## src/rtl/bit_serializer_pkg.sv

```systemverilog
// Shared types and helpers for the bit serializer.
// No ports. Provides the shifter state enum, the counter-width helper
// and the bit-order select used for MSB-first/LSB-first emission.
package bit_serializer_pkg;

   typedef enum logic {
      IDLE  = 1'b0,
      SHIFT = 1'b1
   } state_t;

   // Counter width for a WIDTH-bit word; never narrower than one bit.
   function automatic int cnt_width(input int width);
      return (width > 1) ? $clog2(width) : 1;
   endfunction

   // Returns the bit emitted at position idx of a word (idx 0 = first bit out).
   // A shift is used instead of a variable bit-select so the index width
   // never has to match the word width.
   function automatic logic bit_select(input logic [31:0] word,
                                       input int          idx,
                                       input int          width,
                                       input bit          msb_first);
      logic [31:0] shifted;
      shifted = msb_first ? (word >> (width - 1 - idx)) : (word >> idx);
      return shifted[0];
   endfunction

endpackage

```

## src/rtl/word_hold_buf.sv

```systemverilog
// Single-entry holding register with a valid flag.
// Latency: write visible on rd_data/full after the writing edge.
// Backpressure: the owner must not write while full; a read clears full.
// Ports: clk, rst (async high), wr/wr_data (load), rd (drain), rd_data, full.
module word_hold_buf
   import bit_serializer_pkg::*;
#(
   parameter int WIDTH = 8
) (
   input  logic             clk,
   input  logic             rst,
   input  logic             wr,
   input  logic [WIDTH-1:0] wr_data,
   input  logic             rd,
   output logic [WIDTH-1:0] rd_data,
   output logic             full
);

   always_ff @(posedge clk or posedge rst) begin
      if (rst) begin
         rd_data <= '0;
         full    <= 1'b0;
      end else if (wr) begin
         rd_data <= wr_data;
         full    <= 1'b1;
      end else if (rd) begin
         full    <= 1'b0;
      end
   end

endmodule

```

## src/rtl/bit_serializer.sv

```systemverilog
// Parallel-to-serial shifter with a one-word holding buffer for gapless streaming.
// Latency: word accepted at edge N shows its first bit after edge N+1, last after N+WIDTH.
// Backpressure: data_ready drops while the holding buffer is occupied.
// Ports: clk, rst (async high); data_in/data_valid/data_ready word input;
//        ser_out/ser_valid serial output, word_done last-bit pulse, busy.
module bit_serializer
   import bit_serializer_pkg::*;
#(
   parameter int WIDTH     = 8,
   parameter int MSB_FIRST = 1
) (
   input  logic             clk,
   input  logic             rst,
   input  logic [WIDTH-1:0] data_in,
   input  logic             data_valid,
   output logic             data_ready,
   output logic             ser_out,
   output logic             ser_valid,
   output logic             word_done,
   output logic             busy
);

   localparam int               CNT_W = cnt_width(WIDTH);
   localparam logic [CNT_W-1:0] LAST  = CNT_W'(WIDTH - 1);

   state_t           state;
   logic [WIDTH-1:0] sh;
   logic [CNT_W-1:0] cnt;

   logic             accept;
   logic             last;
   logic             hold_wr;
   logic             hold_rd;
   logic             hold_full;
   logic [WIDTH-1:0] hold_data;
   logic             nxt_busy;
   logic             cur_bit;

   assign data_ready = !hold_full;
   assign accept     = data_valid && data_ready;
   assign last       = (state == SHIFT) && (cnt == LAST);

   // A word arriving on the last bit goes straight into the shifter, so the
   // holding buffer is only written when the shifter is mid-word.
   assign hold_wr    = accept && (state == SHIFT) && !last;
   assign hold_rd    = last && hold_full;

   assign cur_bit    = bit_select(32'(sh), int'(cnt), WIDTH, MSB_FIRST != 0);

   word_hold_buf #(
      .WIDTH(WIDTH)
   ) u_hold (
      .clk     (clk),
      .rst     (rst),
      .wr      (hold_wr),
      .wr_data (data_in),
      .rd      (hold_rd),
      .rd_data (hold_data),
      .full    (hold_full)
   );

   // busy is registered, so compute what state/hold_v will be after this edge.
   always_comb begin
      nxt_busy = 1'b0;
      if (hold_wr || (hold_full && !hold_rd)) begin
         nxt_busy = 1'b1;
      end else if (state == IDLE) begin
         nxt_busy = accept;
      end else begin
         nxt_busy = !last || hold_full || accept;
      end
   end

   always_ff @(posedge clk or posedge rst) begin
      if (rst) begin
         state     <= IDLE;
         sh        <= '0;
         cnt       <= '0;
         ser_out   <= 1'b0;
         ser_valid <= 1'b0;
         word_done <= 1'b0;
         busy      <= 1'b0;
      end else begin
         busy <= nxt_busy;
         case (state)
            IDLE: begin
               ser_out   <= 1'b0;
               ser_valid <= 1'b0;
               word_done <= 1'b0;
               cnt       <= '0;
               if (accept) begin
                  sh    <= data_in;
                  state <= SHIFT;
               end
            end
            SHIFT: begin
               ser_out   <= cur_bit;
               ser_valid <= 1'b1;
               word_done <= last;
               if (!last) begin
                  cnt <= cnt + 1'b1;
               end else begin
                  cnt <= '0;
                  if (hold_full) begin
                     sh <= hold_data;
                  end else if (accept) begin
                     sh <= data_in;
                  end else begin
                     state <= IDLE;
                  end
               end
            end
            default: begin
               state <= IDLE;
               cnt   <= '0;
            end
         endcase
      end
   end

endmodule

```

## config.mk

```make
export PLATFORM = sky130hd
export DESIGN_NAME = bit_serializer
export DESIGN_NICKNAME = d
export VERILOG_FILES = /design/src/rtl/bit_serializer_pkg.sv /design/src/rtl/word_hold_buf.sv /design/src/rtl/bit_serializer.sv
export SDC_FILE = /design/constraint.sdc
export NUM_CORES = 1
export LEC_CHECK = 0
export ABC_CLOCK_PERIOD_IN_PS = 1510
export CAP_MARGIN = 20
export CORE_MARGIN = 3
export CORE_UTILIZATION = 46
export CTS_CLUSTER_SIZE = 24
export DETAILED_ROUTE_END_ITERATION = 8
export GPL_TIMING_DRIVEN = 0
export MAX_ROUTING_LAYER = met4
export PLACE_DENSITY = 0.79
export REMOVE_ABC_BUFFERS = 1
export SLEW_MARGIN = 5
export SYNTH_ARGS = -nofsm -noshare
export SYNTH_HDL_FRONTEND = slang
export SYNTH_SLANG_ARGS = --single-unit
```

## constraint.sdc

```tcl
create_clock -name clk -period 1.51 [get_ports clk]
set_input_delay 0.302 -clock clk [delete_from_list [all_inputs] [get_ports clk]]
set_output_delay 0.302 -clock clk [all_outputs]
set_load 0.05 [all_outputs]
```

==> summary.md, run 1 <==
| Metric | Value |
|---|---|
| Status | `complete, but fails checks` |
| Failing checks | `negative setup slack` |
| Post-Synth XOR/XNOR Area | `0%` |
| Die width | `54.06 µm` |
| Area grow syn2layout | `36.63%` |
| Initial antenna violation count | `0` |
| Worst hold margin | `474.3 ps` |
| Min-Delay Path Class | `input port to async pin` |
| Placed Area | `1230 µm²` |
| Slew HR | `38.25%` |
| CTS tree | `yes` |
| H-tree Lvls | `1` |
| Clk_skew | `2.701 ps` |
| RD Place Congestion | `0.7398` |
| First-pass iteration count of the detailed router | `4` |
| Via count | `738` |
| Max clock buf depth | `2` |
| Clock-pin slew on the worst setup and hold paths | `130 ps` |
| Drt drc | `0` |
| # hold bufs at CTS | `0` |
| Routed WL | `2346 µm` |
| Std cell rows | `16` |
| Pwr dens | `2180 nW/µm²` |
| Die area | `2922 µm²` |
| Post-synthesis mux area share | `12.60%` |
| Crit start category | `flip-flop` |
| Syn_area_per_cell | `13.80 µm²` |
| Setup-failing EPs final | `9` |
| CP Data Arrival Time | `1840 ps` |
| CP Capture Type | `flip-flop` |
| Tmin final | `1627 ps` |
| Mapped Cells | `77` |
| Total gr overflow | `0` |
| Synth Area in Compound Gates | `15.55%` |
| Post-DP HPWL | `1315 µm` |
| Period Utilization, post-route | `107.8%` |
| Nets | `116` |
| Max-slew violations | `0` |
| Cell at the root of the clock tree | `clkbuf_4` |
| Commonest non-fill, non-tap cell in the layout | `dfrtp_1` |
| Avg WL per Cell | `18.19 µm` |
| Total negative slack | `-861.3 ps` |
| VDD IR-drop max | `0.001227 V` |
| R2r setup slk | `-120 ps` |
| Critical Path RT | `1720 ps` |
| Clk_lat worst skew | `310 ps` |
| Initial Util | `51.52%` |
| Chip Height | `54.06 µm` |
| First-pass GRT wire length | `3574 µm` |
| Share of layout cells above drive strength 1 | `37.25%` |
| Simple-gate share of the synthesized area | `7.656%` |
| Antenna cell count | `0` |
| Largest fanout on the critical path | `6` |
| Largest family of logic cells by synthesized area | `compound AO/OA/AOI/OAI gates` |
| Post-route ant nets | `0` |
| Total CTS buffers | `3` |
| CTS sink count | `25` |
| Worst Tran Pin Value | `925.2 ps` |
| Final core utilization | `70.39%` |
| Fmax | `614.5 MHz` |
| Drt initial violations | `12` |
| Layout filler cell count | `137` |
| Leak | `0.6066 nW` |
| Sequential-to-total area share from yosys stat | `58.89%` |
| Post-synthesis adder-cell area fraction | `2.356%` |
| Synth Register Bits | `25` |
| Core area | `2062 µm²` |
| Vias per cell | `5.721` |
| Yosys warning count | `0` |
| Fin. Hold Viols | `0` |
| Top-level I/O count | `16` |
| Max Cap Viol | `0` |
| Vias in the first global route | `743` |
| Critical path type | `flip-flop to flip-flop` |
| Cell Area, Synth | `1062 µm²` |
| Most frequent cells in the layout | `dfrtp_1, clkdlybuf4s50_1, o22ai_1, mux2_4, a2bb2oi_2` |
| Netlist cell types | `24` |
| Global Route Usage Sum | `17.99%` |
| Fin area | `1451 µm²` |
| PnR worst setup slack | `-117.3 ps` |
| R2r worst-path depth | `6` |
| RSZ-0062 raised after global routing | `true` |
| Port Buffers | `15` |
| Largest net degree at the start of global routing | `26` |
==> cell usage after synthesis (all sizes together) <==
master   number  area share (%)
o21ai         1            0.47
mux2i         1            0.94
mux2          9             9.5
a2bb2oi       7             5.8
nand2         2            0.94
nand2b        2             1.9
buf           2             1.5
and2b         1            0.71
and2          3             1.8
ha            2             2.4
a311oi        1            0.82
mux4          1             2.1
o31ai         1            0.71
o22ai         9             5.3
a21oi         1             1.5
dfrtp        25              59
or3           1            0.59
inv           4             1.4
nor2          3             1.8
o2bb2a        1            0.94
==> final timing paths <==
| path | endpoint | start |
|---|---|---|
| max | u_hold.rd_data[7] | cnt[1] |
| min | word_done | rst |
| max reg2reg | u_hold.rd_data[7] | cnt[1] |
| min reg2reg | u_hold.rd_data[1] | u_hold.rd_data[1] |
| max in group asynchronous | u_hold.rd_data[1] | rst |
| min in group clk | u_hold.rd_data[1] | u_hold.rd_data[1] |
==> per-layer routing <==
metal / global-route usage (%) / vias to the layer above / routed length [µm]
met5: - / - / 0
met4: 8.714 / 0 / 24
met3: 2.493 / 4 / 90
met2: 29.03 / 17 / 1130
met1: 22.16 / 379 / 1100
li1: - / 338 / -
==> sequential cells by signal (all words and copies together) (netlist names) <==
signal,cells
sh,8
word_done,1
busy,1
state,1
u_hold.rd_data,8
cnt,3
ser_out,1
ser_valid,1
u_hold.full,1
==> worst max-delay path, cell delays in order, from the launching register on <==
cell and delay (ps):
dfrtp_1 420, ha_2 210, ha_4 170, nand2b_4 150, nor2_4 130, buf_12 150
mux2_4 300
==> stage by stage <==
| stage | instances | setup slack (ps) | power [W] |
|---|---|---|---|
| 2_1_floorplan | 75 | -279.8 | 0.002026 |
| 3_3_place_gp | 117 | -508.6 | 0.002277 |
| 3_5_place_dp | 117 | -540.9 | 0.002337 |
| 4_1_cts | 126 | -95.43 | 0.002889 |
| 5_1_grt | 129 | -159.6 | 0.003344 |
| 6_report | 129 | -117.3 | 0.003164 |
==> cells by family after synthesis <==
kind of cell | count (synthesis)
AOI/OAI and AO/OA | 21
muxes | 11
and+or+nand+nor | 12
adders and majority gates | 2
buffers and inverters | 6
DFF | 25
==> area by class of cell <==
cell class | instances | area (µm²) | share of cell area (%)
inverters | 4 | 15.01 | 1.034
flip-flops and latches | 25 | 625.6 | 43.10
multi-input cells | 46 | 513.0 | 35.34
clock buffers | 4 | 26.28 | 1.810
repair buffers | 23 | 237.7 | 16.38
well taps | 27 | 33.78 | 2.328
==> what timing repair did <==
action / in CTS / in global routing
buffers inserted: 5 / 3
gates resized for setup: 27 / 11
setup endpoints to repair: 23 / 20
pin swaps: 2 / 1
==> power by group <==
group / internal (W) / switching [W]
sequential: 0.000979 / 0.000237
combinational: 0.000913 / 0.000740
clock: 0.000103 / 0.000193
No activity file was read; power rests on OpenSTA's default activity.
==> inputs of run 2 (changes only) <==
--- a/config.mk
+++ b/config.mk
@@ -7,6 +7,7 @@
 export LEC_CHECK = 0
 export ABC_CLOCK_PERIOD_IN_PS = 1510
 export CAP_MARGIN = 20
+export CORE_ASPECT_RATIO = 0.8
 export CORE_MARGIN = 3
 export CORE_UTILIZATION = 46
 export CTS_CLUSTER_SIZE = 24
==> run 2 against run 1 <==
Fmax is 1.1% higher. First-iteration DRC count fell by 8.3%. The flow still finishes with violations (negative setup slack). Register-to-register slack improved by 20 ps. Non-clock buffer count is 1 higher. Combinational power shrank 3%. Die area up 0.12%. Hold slack worse by 1.3 ps. Sequential share of layout area increased by 0.60 points. Clock-buffer cell count is the same. Sequential power hardly changed. Cell area is 1.4% lower.
==> summary.md, run 2 (synthesis gave the netlist of run 1 again) <==
| Metric | Value |
|---|---|
| Worst Tran Pin Value | `937.0 ps (+11.76 ps)` |
| Reg area | `625.6 µm² (unchanged)` |
| First-pass GRT wire length | `3532 µm (-1.2%)` |
| Worst path max stage delay | `410 ps (about the same)` |
| Period Utilization, post-route | `106.6% (-1.2 points)` |
| Global Route Usage Sum | `16.68% (-1.3 points)` |
| Most frequent cells in the layout | `dfrtp_1, clkdlybuf4s50_1, o22ai_1, mux2_4, a2bb2oi_2` |
| Post-route ant nets | `0 (unchanged)` |
| Min-Delay Path Class | `input port to async pin` |
| Max clock buf depth | `2 (unchanged)` |
| Crit path max-delay cell type | `dfrtp_1` |
| Top-level I/O count | `16 (unchanged)` |
| Vias per cell | `5.740 (+0.34%)` |
| Routed WL | `2315 µm (-1.3%)` |
| Critical path buffers and inverters | `1 (unchanged)` |
| Total CTS buffers | `3 (unchanged)` |
| Crit path cell chain | `ha_2 > ha_4 > nand2b_4 > nor2_4 > buf_6 > mux2_4` |
| Avg WL per Cell | `18.23 µm (+0.23%)` |
| Share of layout cells above drive strength 1 | `36.89% (-0.36 points)` |
| Die area | `2925 µm² (+0.12%)` |
| Commonest non-fill, non-tap cell in the layout | `dfrtp_1` |
| Initial antenna violation count | `0 (unchanged)` |
| Clock-pin slew on the worst setup and hold paths | `130 ps (about the same)` |
| Nets | `117 (+0.86%)` |
| Largest fanout on the critical path | `5 (-1)` |
| Antenna cell count | `0 (unchanged)` |
| Total gr overflow | `0 (unchanged)` |
| Layout filler cell count | `143 (+4.4%)` |
| Crit start category | `flip-flop` |
| Drt drc | `0 (unchanged)` |
| Max Cap Viol | `0 (unchanged)` |
| Slew HR | `37.47% (-0.78 points)` |
| CTS tree | `yes` |
| Tmin final | `1610 ps (-17.39 ps)` |
| Pwr dens | `2167 nW/µm² (-0.59%)` |
| Chip Height | `48.98 µm (-9.4%)` |
| Core area | `2032 µm² (-1.5%)` |
| Area grow syn2layout | `34.75%` |
| Fmax | `621.2 MHz (+1.1%)` |
| Max-slew violations | `0 (unchanged)` |
| Cell at the root of the clock tree | `clkbuf_4` |
| CTS sink count | `25 (unchanged)` |
| Drt initial violations | `11 (-1)` |
| Biggest regs | `sh: 8 flops, u_hold.rd_data: 8 flops, cnt: 3 flops` |
| VDD IR-drop max | `0.001185 V (-3.4%)` |
| Port Buffers | `15 (unchanged)` |
| Total negative slack | `-699.5 ps (+161.8 ps)` |
| Critical path type | `flip-flop to flip-flop` |
| CP Capture Type | `flip-flop` |
| PnR worst setup slack | `-99.90 ps (+17.39 ps)` |
| Critical path's top delay family | `flip-flops` |
| CP Data Arrival Time | `1830 ps (about the same)` |
| Leak | `0.6071 nW (about the same)` |
| Power, Total | `0.003102 W (-2.0%)` |
| RD Place Congestion | `0.7541 (+1.9%)` |
| Largest net degree at the start of global routing | `26 (unchanged)` |
| Final core utilization | `70.44% (about the same)` |
| Fin. Hold Viols | `0 (unchanged)` |
| Via count | `729 (-1.2%)` |
| Std cell rows | `14 (-2)` |
| Failing checks | `negative setup slack` |
| First-pass iteration count of the detailed router | `4 (unchanged)` |
| Clk_lat worst skew | `320 ps (about the same)` |
| Vias in the first global route | `739 (-0.54%)` |
| Die width | `59.73 µm (+10%)` |
| H-tree Lvls | `1 (unchanged)` |
| Status | `complete, but fails checks` |
| Post-DP HPWL | `1304 µm (-0.78%)` |
| Initial Util | `52.28% (+0.76 points)` |
| Setup-failing EPs final | `9 (unchanged)` |
| RSZ-0062 raised after global routing | `true` |
| Multi-input logic area | `506.7 µm² (-1.2%)` |
| Clk_skew | `5.752 ps (+3.051 ps)` |
| Critical Path RT | `1730 ps (about the same)` |
## run 2: changes by cell type in the layout (fill, tap and decap cells not counted), sizes merged
cell,before,now
buf,9,10
## run 2: area by class of cell
type	instances	share of cell area (%)
Timing Repair Buffer	24	15.91
Clock buffer	4	1.836
Multi-Input combinational cell	46	35.40
Inverter	4	1.049
Tap cell	24	2.098
Sequential cell	25	43.71
## run 2: path summary, 6_finish.rpt
kind	start	endpoint	slack, ps	depth (start not counted)
setup / recovery	cnt[1]	u_hold.rd_data[2]	-100	6
max in group asynchronous	rst	sh[2]	470	2
min in group clk	u_hold.rd_data[6]	u_hold.rd_data[6]	530	1
setup reg to reg	cnt[1]	u_hold.rd_data[2]	-100	6
hold reg to reg	u_hold.rd_data[6]	u_hold.rd_data[6]	530	1
hold / removal	rst	word_done	470	2
## run 2: where the power goes
part	switching, W	internal (W)	leakage [nW]
logic	0.000721	0.000878	0.311
registers	0.000228	0.000978	0.282
clock network	0.000193	0.000104	0.0150
total	0.00114	0.00196	0.607
## run 2: repair_timing
action                                 in CTS  in global routing
pin swaps                                   2                  1
setup endpoints to repair                  22                 20
gates resized for setup                    25                 14
hold buffers                                0                  0
endpoints found under the hold margin       0                  0
setup buffers                               5                  4
## run 2: per-stage QoR
step                      setup slack (ps)  hold slack (ps)  cell area, µm²  instances
after floorplan                     -279.8            329.3            1046         75
after global placement              -523.2            480.5            1226        114
after detailed placement            -570.3            488.3            1226        114
after CTS                           -78.61            514.2            1341        123
after global routing                -142.7            535.8            1431        127
final                               -99.90            473.0            1431        127
## run 2: worst register-to-register path: cells and delay by family, from the launching register on
kind / cells / cell delay, ps
flops: 1 / 410
fa+ha+maj: 2 / 380
mux: 1 / 300
simple gates: 2 / 270
buf+inv: 1 / 150
## run 2: per-layer routing
metal / global-route usage, % / wire length [µm] / vias up
met1: 21.77 / 1072 / 370
met2: 24.28 / 1073 / 15
met4: 6.642 / 57 / 0
met3: 4.762 / 111 / 7
met5: - / 0 / -
li1: - / - / 337
